**config.mk**
```make
export PLATFORM = sky130hd
export DESIGN_NAME = trap_unit_flat
export DESIGN_NICKNAME = d
export VERILOG_FILES = /design/src/rtl/trap_pkg.sv /design/src/rtl/trap_unit_if.sv /design/src/rtl/trap_unit_irq_sync.sv /design/src/rtl/trap_unit.sv /design/src/flat_wrapper.sv
export SDC_FILE = /design/constraint.sdc
export NUM_CORES = 1
export LEC_CHECK = 0
export BUFFER_PORTS_ARGS = -buffer_cell sky130_fd_sc_hd__buf_2
export CAP_MARGIN = 25
export CORE_MARGIN = 1
export CORE_UTILIZATION = 49
export CTS_CLUSTER_DIAMETER = 60
export CTS_CLUSTER_SIZE = 8
export DETAILED_ROUTE_END_ITERATION = 16
export PLACE_DENSITY = 0.73
export SLEW_MARGIN = 10
export SYNTH_ARGS = -nofsm -noshare
export SYNTH_HDL_FRONTEND = slang
export SYNTH_SLANG_ARGS = --single-unit
```
**constraint.sdc**
```tcl
create_clock -name clk -period 2.31 [get_ports clk]
set_input_delay 0.231 -clock clk [delete_from_list [all_inputs] [get_ports clk]]
set_output_delay 0.231 -clock clk [all_outputs]
set_load 0.005 [all_outputs]
```
**src/rtl/trap_pkg.sv**
```systemverilog
// trap_pkg: shared constants and types for the machine-mode trap controller.
// Privilege encodings, exception causes, CSR addresses, mstatus bit indices,
// FSM state enum and the external-interrupt cause offset.
package trap_pkg;

  // Privilege levels
  localparam logic [1:0] PRIV_M = 2'b11;
  localparam logic [1:0] PRIV_U = 2'b00;

  // Synchronous exception cause codes reported by EX
  localparam logic [3:0] EXC_FETCH_MISALIGN = 4'd0;
  localparam logic [3:0] EXC_ILLEGAL        = 4'd2;
  localparam logic [3:0] EXC_LOAD_MISALIGN  = 4'd4;
  localparam logic [3:0] EXC_STORE_MISALIGN = 4'd6;

  // Machine-mode CSR addresses
  localparam logic [11:0] CSR_MSTATUS  = 12'h300;
  localparam logic [11:0] CSR_MIE      = 12'h304;
  localparam logic [11:0] CSR_MTVEC    = 12'h305;
  localparam logic [11:0] CSR_MSCRATCH = 12'h340;
  localparam logic [11:0] CSR_MEPC     = 12'h341;
  localparam logic [11:0] CSR_MCAUSE   = 12'h342;
  localparam logic [11:0] CSR_MTVAL    = 12'h343;
  localparam logic [11:0] CSR_MIP      = 12'h344;

  // mstatus field positions
  localparam int MSTATUS_MIE    = 3;
  localparam int MSTATUS_MPIE   = 7;
  localparam int MSTATUS_MPP_LO = 11;
  localparam int MSTATUS_MPP_HI = 12;

  // External interrupt line i reports cause IRQ_CAUSE_OFFSET + i
  localparam int IRQ_CAUSE_OFFSET = 16;

  // Trap sequencer states
  typedef enum logic [1:0] {
    ST_RUN    = 2'd0,
    ST_ENTER  = 2'd1,
    ST_RETURN = 2'd2
  } trap_state_e;

  // Only M and U exist; any other MPP encoding collapses to U.
  function automatic logic [1:0] legal_mpp(input logic [1:0] mpp);
    return (mpp == PRIV_M) ? PRIV_M : PRIV_U;
  endfunction

endpackage

```
**src/rtl/trap_unit_if.sv**
```systemverilog
// trap_unit_if: pipeline <-> trap controller signal bundle.
// The pipeline side (master) presents exception/retire/mret/CSR requests;
// the trap controller (slave) answers with CSR read data, privilege, and a
// one-cycle flush with redirect target. There is no back-pressure: every
// request is qualified only by its own valid/strobe in the cycle it is
// presented, and flush/redirect_pc are meaningful only while flush=1.
interface trap_unit_if #(
  parameter int XLEN  = 32,
  parameter int N_IRQ = 2
);
  import trap_pkg::*;

  logic              exc_valid;
  logic [3:0]        exc_code;
  logic [XLEN-1:0]   exc_pc;
  logic [XLEN-1:0]   exc_tval;
  logic [N_IRQ-1:0]  irq;
  logic              retire_valid;
  logic [XLEN-1:0]   retire_pc;
  logic              mret_valid;
  logic              csr_we;
  logic              csr_re;
  logic [11:0]       csr_addr;
  logic [XLEN-1:0]   csr_wdata;
  logic [XLEN-1:0]   csr_rdata;
  logic              csr_illegal;
  logic [1:0]        priv;
  logic              flush;
  logic [XLEN-1:0]   redirect_pc;
  trap_state_e       dbg_state;

  modport master (
    output exc_valid, exc_code, exc_pc, exc_tval, irq,
    output retire_valid, retire_pc, mret_valid,
    output csr_we, csr_re, csr_addr, csr_wdata,
    input  csr_rdata, csr_illegal, priv, flush, redirect_pc, dbg_state
  );

  modport slave (
    input  exc_valid, exc_code, exc_pc, exc_tval, irq,
    input  retire_valid, retire_pc, mret_valid,
    input  csr_we, csr_re, csr_addr, csr_wdata,
    output csr_rdata, csr_illegal, priv, flush, redirect_pc, dbg_state
  );

endinterface

```
**src/rtl/trap_unit_irq_sync.sv**
```systemverilog
// irq_sync: per-line multi-flop synchroniser for the asynchronous external
// interrupt lines. Level in, level out; no latching of short pulses.
module irq_sync #(
  parameter int N_IRQ  = 2,
  parameter int STAGES = 2
) (
  input  logic             clk,
  input  logic             rst_n,
  input  logic [N_IRQ-1:0] irq_i,
  output logic [N_IRQ-1:0] irq_o
);

  logic [STAGES-1:0][N_IRQ-1:0] sync_q, sync_d;

  // Shift the raw lines one stage deeper each cycle.
  always_comb begin
    sync_d = {sync_q[STAGES-2:0], irq_i};
  end

  // Synchroniser flops, cleared on reset.
  always_ff @(posedge clk or negedge rst_n) begin
    if (!rst_n) begin
      sync_q <= '0;
    end else begin
      sync_q <= sync_d;
    end
  end

  assign irq_o = sync_q[STAGES-1];

endmodule

```
**src/rtl/trap_unit.sv**
```systemverilog
// trap_unit: machine-mode trap controller for the 5-stage RV32 pipeline.
// Owns the M-mode trap CSRs and M/U privilege, takes EX exceptions, mret and
// synchronised external interrupts, and issues a one-cycle flush/redirect.
// Build option: define TRAP_VECTORED_EN to allow mtvec mode 01 (vectored
// interrupt dispatch); otherwise mtvec[1:0] is hardwired to 00.
module trap_unit
  import trap_pkg::*;
#(
  parameter int              XLEN            = 32,
  parameter int              N_IRQ           = 2,
  parameter int              IRQ_SYNC_STAGES = 2,
  parameter logic [XLEN-1:0] MTVEC_RESET     = 32'h0000_0100
) (
  input  logic       clk,
  input  logic       reset,
  trap_unit_if.slave bus
);

  trap_state_e      state_q, state_d;
  logic [1:0]       priv_q, priv_d;
  logic             flush_q, flush_d;
  logic [XLEN-1:0]  redirect_pc_q, redirect_pc_d;
  logic             mst_mie_q, mst_mie_d;
  logic             mst_mpie_q, mst_mpie_d;
  logic [1:0]       mst_mpp_q, mst_mpp_d;
  logic [N_IRQ-1:0] mie_q, mie_d;
  logic [XLEN-1:0]  mtvec_q, mtvec_d;
  logic [XLEN-1:0]  mscratch_q, mscratch_d;
  logic [XLEN-1:0]  mepc_q, mepc_d;
  logic [XLEN-1:0]  mcause_q, mcause_d;
  logic [XLEN-1:0]  mtval_q, mtval_d;

  logic [N_IRQ-1:0] mip;
  logic [N_IRQ-1:0] irq_masked;
  logic             irq_hit;
  logic [3:0]       irq_idx;
  logic [4:0]       irq_cause;
  logic             irq_take;
  logic             take_exc;
  logic [3:0]       exc_cause;
  logic             csr_known;
  logic             csr_illegal;
  logic [XLEN-1:0]  csr_rdata;
  logic [XLEN-1:0]  mtvec_base;
  logic [XLEN-1:0]  vec_off;

  irq_sync #(
    .N_IRQ  (N_IRQ),
    .STAGES (IRQ_SYNC_STAGES)
  ) u_irq_sync (
    .clk   (clk),
    .rst_n (reset),
    .irq_i (bus.irq),
    .irq_o (mip)
  );

  // CSR read mux and legality: every implemented CSR is M-only.
  always_comb begin
    csr_known = 1'b1;
    csr_rdata = '0;
    case (bus.csr_addr)
      CSR_MSTATUS: begin
        csr_rdata[MSTATUS_MIE]                   = mst_mie_q;
        csr_rdata[MSTATUS_MPIE]                  = mst_mpie_q;
        csr_rdata[MSTATUS_MPP_HI:MSTATUS_MPP_LO] = mst_mpp_q;
      end
      CSR_MIE:      csr_rdata[N_IRQ-1:0] = mie_q;
      CSR_MTVEC:    csr_rdata            = mtvec_q;
      CSR_MSCRATCH: csr_rdata            = mscratch_q;
      CSR_MEPC:     csr_rdata            = mepc_q;
      CSR_MCAUSE:   csr_rdata            = mcause_q;
      CSR_MTVAL:    csr_rdata            = mtval_q;
      CSR_MIP:      csr_rdata[N_IRQ-1:0] = mip;
      default:      csr_known            = 1'b0;
    endcase
    csr_illegal = (bus.csr_we | bus.csr_re) & (~csr_known | (priv_q != PRIV_M));
  end

  // Pick the lowest-numbered enabled and pending interrupt line.
  always_comb begin
    irq_masked = mie_q & mip;
    irq_hit    = 1'b0;
    irq_idx    = '0;
    for (int i = N_IRQ - 1; i >= 0; i--) begin
      if (irq_masked[i]) begin
        irq_hit = 1'b1;
        irq_idx = 4'(i);
      end
    end
    irq_cause = 5'(IRQ_CAUSE_OFFSET) + {1'b0, irq_idx};
    vec_off   = '0;
    vec_off[6:2] = irq_cause;
  end

  // Event decode: mret from U behaves as an illegal-instruction exception.
  always_comb begin
    take_exc   = bus.exc_valid | (bus.mret_valid & (priv_q != PRIV_M));
    exc_cause  = bus.exc_valid ? bus.exc_code : EXC_ILLEGAL;
    irq_take   = bus.retire_valid & irq_hit & (mst_mie_q | (priv_q == PRIV_U));
    mtvec_base = {mtvec_q[XLEN-1:2], 2'b00};
  end

  // Next-state: trap entry, mret, or an ordinary CSR write when nothing traps.
  always_comb begin
    state_d       = state_q;
    priv_d        = priv_q;
    flush_d       = 1'b0;
    redirect_pc_d = redirect_pc_q;
    mst_mie_d     = mst_mie_q;
    mst_mpie_d    = mst_mpie_q;
    mst_mpp_d     = mst_mpp_q;
    mie_d         = mie_q;
    mtvec_d       = mtvec_q;
    mscratch_d    = mscratch_q;
    mepc_d        = mepc_q;
    mcause_d      = mcause_q;
    mtval_d       = mtval_q;

    case (state_q)
      ST_RUN: begin
        if (take_exc) begin
          mepc_d          = {bus.exc_pc[XLEN-1:2], 2'b00};
          mcause_d        = '0;
          mcause_d[3:0]   = exc_cause;
          mtval_d         = bus.exc_valid ? bus.exc_tval : '0;
          mst_mpie_d      = mst_mie_q;
          mst_mie_d       = 1'b0;
          mst_mpp_d       = priv_q;
          priv_d          = PRIV_M;
          flush_d         = 1'b1;
          redirect_pc_d   = mtvec_base;
          state_d         = ST_ENTER;
        end else if (bus.mret_valid) begin
          priv_d          = mst_mpp_q;
          mst_mie_d       = mst_mpie_q;
          mst_mpie_d      = 1'b1;
          mst_mpp_d       = PRIV_U;
          flush_d         = 1'b1;
          redirect_pc_d   = mepc_q;
          state_d         = ST_RETURN;
        end else if (irq_take) begin
          mepc_d          = {bus.retire_pc[XLEN-1:2], 2'b00};
          mcause_d        = '0;
          mcause_d[XLEN-1] = 1'b1;
          mcause_d[4:0]   = irq_cause;
          mtval_d         = '0;
          mst_mpie_d      = mst_mie_q;
          mst_mie_d       = 1'b0;
          mst_mpp_d       = priv_q;
          priv_d          = PRIV_M;
          flush_d         = 1'b1;
          redirect_pc_d   = (mtvec_q[1:0] == 2'b01) ? (mtvec_base + vec_off) : mtvec_base;
          state_d         = ST_ENTER;
        end else if (bus.csr_we && !csr_illegal) begin
          case (bus.csr_addr)
            CSR_MSTATUS: begin
              mst_mie_d  = bus.csr_wdata[MSTATUS_MIE];
              mst_mpie_d = bus.csr_wdata[MSTATUS_MPIE];
              mst_mpp_d  = legal_mpp(bus.csr_wdata[MSTATUS_MPP_HI:MSTATUS_MPP_LO]);
            end
            CSR_MIE:      mie_d = bus.csr_wdata[N_IRQ-1:0];
`ifdef TRAP_VECTORED_EN
            CSR_MTVEC:    mtvec_d = {bus.csr_wdata[XLEN-1:2],
                                     (bus.csr_wdata[1:0] == 2'b01) ? 2'b01 : 2'b00};
`else
            CSR_MTVEC:    mtvec_d = {bus.csr_wdata[XLEN-1:2], 2'b00};
`endif
            CSR_MSCRATCH: mscratch_d = bus.csr_wdata;
            CSR_MEPC:     mepc_d     = {bus.csr_wdata[XLEN-1:2], 2'b00};
            CSR_MCAUSE:   mcause_d   = bus.csr_wdata;
            CSR_MTVAL:    mtval_d    = bus.csr_wdata;
            default:      ;
          endcase
        end
      end
      // The instruction in EX is being squashed: ignore all requests.
      ST_ENTER, ST_RETURN: begin
        state_d = ST_RUN;
      end
      default: begin
        state_d = ST_RUN;
      end
    endcase
  end

  // State and CSR registers; reset forces M mode and drops any pending flush.
  always_ff @(posedge clk or negedge reset) begin
    if (!reset) begin
      state_q       <= ST_RUN;
      priv_q        <= PRIV_M;
      flush_q       <= 1'b0;
      redirect_pc_q <= '0;
      mst_mie_q     <= 1'b0;
      mst_mpie_q    <= 1'b0;
      mst_mpp_q     <= PRIV_U;
      mie_q         <= '0;
      mtvec_q       <= MTVEC_RESET;
      mscratch_q    <= '0;
      mepc_q        <= '0;
      mcause_q      <= '0;
      mtval_q       <= '0;
    end else begin
      state_q       <= state_d;
      priv_q        <= priv_d;
      flush_q       <= flush_d;
      redirect_pc_q <= redirect_pc_d;
      mst_mie_q     <= mst_mie_d;
      mst_mpie_q    <= mst_mpie_d;
      mst_mpp_q     <= mst_mpp_d;
      mie_q         <= mie_d;
      mtvec_q       <= mtvec_d;
      mscratch_q    <= mscratch_d;
      mepc_q        <= mepc_d;
      mcause_q      <= mcause_d;
      mtval_q       <= mtval_d;
    end
  end

  assign bus.csr_rdata   = csr_rdata;
  assign bus.csr_illegal = csr_illegal;
  assign bus.priv        = priv_q;
  assign bus.flush       = flush_q;
  assign bus.redirect_pc = redirect_pc_q;
  assign bus.dbg_state   = state_q;

endmodule

```
**src/flat_wrapper.sv**
```systemverilog
// flat-port wrapper written by rule: the top's interface ports become plain ports
module trap_unit_flat import trap_pkg::*;
#(
  parameter int              XLEN            = 32,
  parameter int              N_IRQ           = 2,
  parameter int              IRQ_SYNC_STAGES = 2,
  parameter logic [XLEN-1:0] MTVEC_RESET     = 32'h0000_0100
)
  (clk, reset, bus_exc_valid, bus_exc_code, bus_exc_pc, bus_exc_tval, bus_irq, bus_retire_valid, bus_retire_pc, bus_mret_valid, bus_csr_we, bus_csr_re, bus_csr_addr, bus_csr_wdata, bus_csr_rdata, bus_csr_illegal, bus_priv, bus_flush, bus_redirect_pc, bus_dbg_state);
  trap_unit_if #(.XLEN(XLEN), .N_IRQ(N_IRQ)) bus_i ();
  input  logic clk;
  input  logic reset;
  input wire logic [$bits(bus_i.exc_valid)-1:0] bus_exc_valid;
  input wire logic [$bits(bus_i.exc_code)-1:0] bus_exc_code;
  input wire logic [$bits(bus_i.exc_pc)-1:0] bus_exc_pc;
  input wire logic [$bits(bus_i.exc_tval)-1:0] bus_exc_tval;
  input wire logic [$bits(bus_i.irq)-1:0] bus_irq;
  input wire logic [$bits(bus_i.retire_valid)-1:0] bus_retire_valid;
  input wire logic [$bits(bus_i.retire_pc)-1:0] bus_retire_pc;
  input wire logic [$bits(bus_i.mret_valid)-1:0] bus_mret_valid;
  input wire logic [$bits(bus_i.csr_we)-1:0] bus_csr_we;
  input wire logic [$bits(bus_i.csr_re)-1:0] bus_csr_re;
  input wire logic [$bits(bus_i.csr_addr)-1:0] bus_csr_addr;
  input wire logic [$bits(bus_i.csr_wdata)-1:0] bus_csr_wdata;
  output wire logic [$bits(bus_i.csr_rdata)-1:0] bus_csr_rdata;
  output wire logic [$bits(bus_i.csr_illegal)-1:0] bus_csr_illegal;
  output wire logic [$bits(bus_i.priv)-1:0] bus_priv;
  output wire logic [$bits(bus_i.flush)-1:0] bus_flush;
  output wire logic [$bits(bus_i.redirect_pc)-1:0] bus_redirect_pc;
  output wire logic [$bits(bus_i.dbg_state)-1:0] bus_dbg_state;
  assign bus_i.exc_valid = bus_exc_valid;
  assign bus_i.exc_code = bus_exc_code;
  assign bus_i.exc_pc = bus_exc_pc;
  assign bus_i.exc_tval = bus_exc_tval;
  assign bus_i.irq = bus_irq;
  assign bus_i.retire_valid = bus_retire_valid;
  assign bus_i.retire_pc = bus_retire_pc;
  assign bus_i.mret_valid = bus_mret_valid;
  assign bus_i.csr_we = bus_csr_we;
  assign bus_i.csr_re = bus_csr_re;
  assign bus_i.csr_addr = bus_csr_addr;
  assign bus_i.csr_wdata = bus_csr_wdata;
  assign bus_csr_rdata = bus_i.csr_rdata;
  assign bus_csr_illegal = bus_i.csr_illegal;
  assign bus_priv = bus_i.priv;
  assign bus_flush = bus_i.flush;
  assign bus_redirect_pc = bus_i.redirect_pc;
  assign bus_dbg_state = bus_i.dbg_state;
  trap_unit #(.XLEN(XLEN), .N_IRQ(N_IRQ), .IRQ_SYNC_STAGES(IRQ_SYNC_STAGES), .MTVEC_RESET(MTVEC_RESET)) u_core (.clk(clk), .reset(reset), .bus(bus_i));
endmodule
```
=== Word-level counts from Yosys, hierarchy flattened ===
Index checks and enable logic that the tools add are counted.

* Input port bits: 153
* Logic and storage cells: 121
* Output and inout port bits: 70
* Bits in registers: 205

* Reductions and logical operators: 20
* Mux-type cells: 60
* Add/sub/neg operators: 1
* Bitwise logic cells: 13
* Eq/ne operators: 12

{| class="wikitable"
|+ Operator list
! cell !! count
|-
| 2-to-1 mux 32 bit || 19
|-
| equality test 12 x 10 -> 1 bit, second input constant || 8
|-
| case mux 19 bit (5 select lines) || 1
|-
| case mux 3 bit (5 select lines) || 2
|-
| 2-to-1 mux 2 bit || 13
|-
| case mux 2 bit (6 select lines) || 2
|-
| 2-to-1 mux 1 bit || 19
|-
| AND reduction 6 bit || 3
|-
| nonzero test 3 bit || 5
|-
| case mux 1 bit (6 select lines) || 2
|-
| AND reduction 4 bit || 3
|-
| nonzero test 4 bit || 2
|-
| OR reduction 8 bit || 1
|-
| adder 5 x 1 -> 5 bit, first input constant || 1
|-
| case mux 1 bit (5 select lines) || 1
|-
| AND 1 bit || 4
|-
| zero test 2 bit || 2
|-
| 2-to-1 mux 4 bit || 1
|-
| != test 4 x 2 -> 1 bit, second input constant || 1
|-
| inverter 1 bit || 4
|-
| OR 1 bit || 4
|-
| AND reduction 3 bit || 1
|-
| AND 2 bit || 1
|-
| equality test 2 bit, second input constant || 1
|-
| other kinds (5) || 5
|}

=== Depth between registers and ports, before layout ===
* Word-level depth: 12
* Gate-level depth with buffers: 8
* Depth with buffers taken out: 5

=== By module ===
Synthesis repeated with hierarchy kept, for this count alone.

* Cell total of the unflattened synthesis: 977
* Area, all modules: 9,925.8 sq um

{| class="wikitable"
|+ Modules (own cells, without submodules)
! module !! cells an instance !! sequential area each (sq um) !! area an instance (sq um) !! times used
|-
| trap_unit || 973 || 4,933.5 || 9,825.7 || 1
|-
| irq_sync || 4 || 100.1 || 100.1 || 1
|}

=== Least setup slack after synthesis ===
OpenSTA, ideal clock, no wires.

* Path type: reg2reg
* Start point: register u_core.state_q[1], in the netlist u_core.bus.dbg_state[1]
* End point: register u_core.mscratch_q[2]
* Data arrival time: 2,090 ps
* Buffers on the path: 2
* Library setup time: 125 ps
* Slack: 95 ps
* Stages on the path, launching flop included: 8
* Required time: 2,185 ps
* Cell sequence: dfrtp_1 or3b_1 or3_4 nor2_1 and3_1 buf_2 buf_6 mux2_2

* Longest elaborated chain between the ends: 2

{| class="wikitable"
|+ Ends and longest elaborated chain
! item !! RTL line !! text
|-
| start: declaration || trap_unit.sv:19 || <nowiki>trap_state_e state_q, state_d;</nowiki>
|-
| start signal: assignment || trap_unit.sv:203 || <nowiki>state_q <= state_d;</nowiki>
|-
| zero test 2 bit || trap_unit.sv:119 || <nowiki>case (state_q)</nowiki>
|-
| AND reduction 6 bit (no source line) || - ||
|-
| end signal: assignment || trap_unit.sv:212 || <nowiki>mscratch_q <= mscratch_d;</nowiki>
|-
| end: declaration || trap_unit.sv:28 || <nowiki>logic [XLEN-1:0] mscratch_q, mscratch_d;</nowiki>
|}

No other way between the ends.
A chain may end at the register's enable or synchronous reset.

=== Final worst setup path ===
* Start point: register u_core.priv_q[0], in the netlist u_core.bus.priv[0]
* End point: register u_core.mscratch_q[30]

* Longest elaborated chain between the ends: 6
* Elaborated cells between the ends (all ways): 13
* Those cells by class: eq/ne (1); bitwise (8); reduce/logical (4)

{| class="wikitable"
|+ Ends and longest elaborated chain
! item !! RTL line !! text
|-
| start: declaration || trap_unit.sv:20 || <nowiki>logic [1:0] priv_q, priv_d;</nowiki>
|-
| start signal: assignment || trap_unit.sv:204 || <nowiki>priv_q <= priv_d;</nowiki>
|-
| != test 2 bit || trap_unit.sv:76, trap_unit.sv:97 ||
|-
| OR 1 bit || trap_unit.sv:76 || <nowiki>csr_illegal = (bus.csr_we | bus.csr_re) & (~csr_known | (priv_q != PRIV_M));</nowiki>
|-
| AND 1 bit || trap_unit.sv:76 ||
|-
| zero test 1 bit || trap_unit.sv:154 || <nowiki>end else if (bus.csr_we && !csr_illegal) begin</nowiki>
|-
| logical AND 1 bit || trap_unit.sv:154 ||
|-
| AND reduction 6 bit (no source line) (*) || - ||
|}

Mark *: on every way between the ends. The rest lies on a longest branch, timed or not.

==> impl_metrics.yaml <==
outcome:
  outcome: "finished clean"
pwr:
  p_clk_share_pct: 29.6
  vdd_ir_drop_max_mv: 0.668
  power.switching_mw: 4.22
  combPwrFrac_pct: 30.9
  pwr-share-seq_pct: 39.5
  internal-power_mw: 8.74
  leakage_nw: 6.39
  switching_share_pct: 32.6
  powerDensity_mw_per_mm2: 1010
setup_path:
  critPathLaunch: "u_core.bus.priv[0]"
  critPathArrivalTime_ns: 2.67
  cp_max_fo: 18
  start_kind: "flip-flop"
  critPathRequiredTime_ns: 2.72
  cp-end-kind: "flip-flop"
  r2r-start: "u_core.bus.priv[0]"
  crit_type: "flip-flop to flip-flop"
timing:
  tns_ns: 0
  fmax_ghz: 0.443
  whs_ns: 0.0239
  slew_viol_final: 0
  finalCritPeriodShare_pct: 97.6
  final_hold_viol_count: 0
  layout_min_cycle_time_ns: 2.25
  relSlewSlack_pct: 60.4
  finalSetupViolations: 0
  worstMarginPinSlew_ns: 0.592
  finClkSkew_ns: 0.0157
clock_tree:
  cts.sinks: 201
  cts_tree: "yes"
  clk_path_buf_depth: 3
  cts_max_level: 1
  numCtsBuffers: 29
  clkTransAtPathRegs_ns: 0.05
  clk_latency_ns: 0.54
  root_buffer: "clkbuf_16"
detailed_routing:
  viasPerCell: 5.91
  routedWlPerCell_um: 21.2
  wirelength_um: 31500
  detail-route-antenna-nets: 0
  route.detailed.drc: 0
  vias: 8751
  dr.pass1.iters: 5
  drtIter0Drc: 720
logic_synthesis:
  synthFlopType: "dfrtp_1"
  synth_xor_area_share_pct: 0
  syn_area_per_cell_um2: 10.8
  synth_cell_types: 52
  yosys.area.top_type_share_pct: 50.3
  synth_edf_count: 0
  synth-async-reset-ratio_pct: 100
  synth-seq-cells: 201
  yosysSeqAreaShare_pct: 51.1
  syn-cell-area_mm2: 0.00986
  synthAdderAreaFrac_pct: 0
  synthMuxAreaShare_pct: 16.1
  yosysTopAreaCell: "dfrtp_1"
  synth_top_family_by_area: "multiplexers"
  synth_compound_area_share_pct: 14.6
  syn_inst: 915
  synth_area_leaders: "dfrtp_1, mux2_2, nand2_1"
  yosys_warnings: 0
  synth-simple-area-share_pct: 14.5
finish:
  final_common_cell: "buf_2"
  mostFrequentLayoutCells: "buf_2, dfrtp_1, nand2_1"
  area_growth_pct: 30.5
  drive_above_1_share_pct: 38.7
  fill_cells: 1534
  post-route-util_pct: 65.7
  nets: 1344
  final_area_mm2: 0.0129
placement:
  hpwl_um: 20800
  gp_congestion: 0.911
  portBuffers: 216
  placed_area_mm2: 0.0117
floorplanning:
  core_area_mm2: 0.0196
  die-area_mm2: 0.0207
  fp.dieW_um: 144
  num_io_pins: 223
  rows: 51
  start_util_pct: 50.3
  dieHeight_um: 144
grt:
  antenna_found_initial: 1
  grt_pass1_vias: 8605
  grt_usage_pct: 30.8
  grt_overflow: 0
  grt_max_degree: 69
  grt_pass1_wl_um: 47600
flow_run:
  maxCapViolations: 0
hold_path:
  hold_class: "input pin to flip-flop"
  worstHoldStart: "bus_exc_pc[26]"
-- stage by stage --
step / cells / worst slack [ns] / power, mW
5_1_grt: 1480 / -0.00839 / 13.6
3_5_place_dp: 1393 / -0.0380 / 9.01
2_1_floorplan: 916 / 0.0953 / 7.33
4_1_cts: 1479 / 0.0134 / 12.9
6_report: 1481 / 0.0550 / 13.0
3_3_place_gp: 1393 / 0.000544 / 8.89
-- state kept, by name (all words and copies together) (netlist names) --
register / flops
u_core.bus.redirect_pc: 30
u_core.bus.flush: 1
u_core.bus.dbg_state: 2
u_core.mtvec_q: 30
u_core.u_irq_sync.sync_d: 2
u_core.mepc_q: 30
u_core.mscratch_q: 32
u_core.mst_mpp_q: 2
u_core.mst_mie_q: 1
u_core.mie_q: 2
u_core.bus.priv: 2
u_core.u_irq_sync.irq_o: 2
u_core.mst_mpie_q: 1
u_core.mcause_q: 32
u_core.mtval_q: 32
-- worst max-delay path, cell delays in order (launching register included) --
cell	delay, ns
dfstp_2	0.56
buf_4	0.13
nand2_1	0.08
or3_4	0.41
nor2_1	0.15
and3_4	0.24
buf_12	0.19
mux2_1	0.35
-- cells in the mapped netlist, types with 4 or more instances --
cell / count
buf_2: 9
nand3_1: 51
a22o_1: 18
buf_6: 6
a222oi_1: 26
mux2i_1: 4
a22oi_1: 34
o21ai_0: 4
inv_1: 6
a21oi_1: 18
mux2_2: 123
clkbuf_1: 50
nor2b_1: 5
nand2_1: 185
buf_4: 5
nor2_1: 47
dfrtp_1: 198
a2bb2o_1: 24
and3_1: 4
o211ai_1: 5
mux2_1: 12
a31oi_1: 32
-- worst paths after layout --
path / endpoint / slack [ns] / depth (start not counted)
max in group asynchronous: u_core.bus.priv[1] / 1.26 / 3
min in group asynchronous: u_core.bus.redirect_pc[6] / 0.29 / 2
setup / recovery: u_core.mscratch_q[30] / 0.06 / 7
setup reg to reg: u_core.mscratch_q[30] / 0.06 / 7
hold reg to reg: u_core.u_irq_sync.irq_o[0] / 0.35 / 0
hold / removal: u_core.mepc_q[26] / 0.02 / 4
-- layout make-up --
type                       instances  area (µm²)  area share [%]
inverter                           6        22.5           0.175
timing repair buffer             313        2060            16.0
tap                              265         332            2.58
clock buffer                      52         812            6.31
clock inverter                     2        17.5           0.136
antenna                            2        5.00          0.0389
multi-input combinational        640        4580            35.6
sequential                       201        5030            39.1
-- layer usage --
layer / vias up / track usage (%) / wire length [µm]
met5: - / 0 / 0
met4: 0 / 10.9 / 901
met3: 66 / 6.06 / 2740
met2: 458 / 50.4 / 14900
met1: 4320 / 40.6 / 12900
li1: 3907 / - / -
-- repair_timing --
action                                  4_1_cts  5_1_grt
endpoints found under the setup margin        2       82
resized for setup                             1        6
hold buffers                                 31        0
pin swaps                                     1        1
buffers inserted                              0        0
gates cloned                                  1        0
endpoints found under the hold margin       118        0
-- power by group through the flow --
stage	clock, mW	sequential, mW	combinational, mW
finish	3.84	5.12	4.00
global route	4.05	5.22	4.32
CTS	3.89	5.09	3.97
detailed placement	0	5.14	3.87
global placement	0	5.11	3.78
floorplan	0	5.03	2.31
-- cell families after synthesis --
logic type	count (synthesis)
AND/OR/NAND/NOR	319
other	1
flip-flops	201
multiplexers	141
buffers and inverters	76
AO/OA/AOI/OAI	177
No activity file was read; power rests on OpenSTA's default activity.
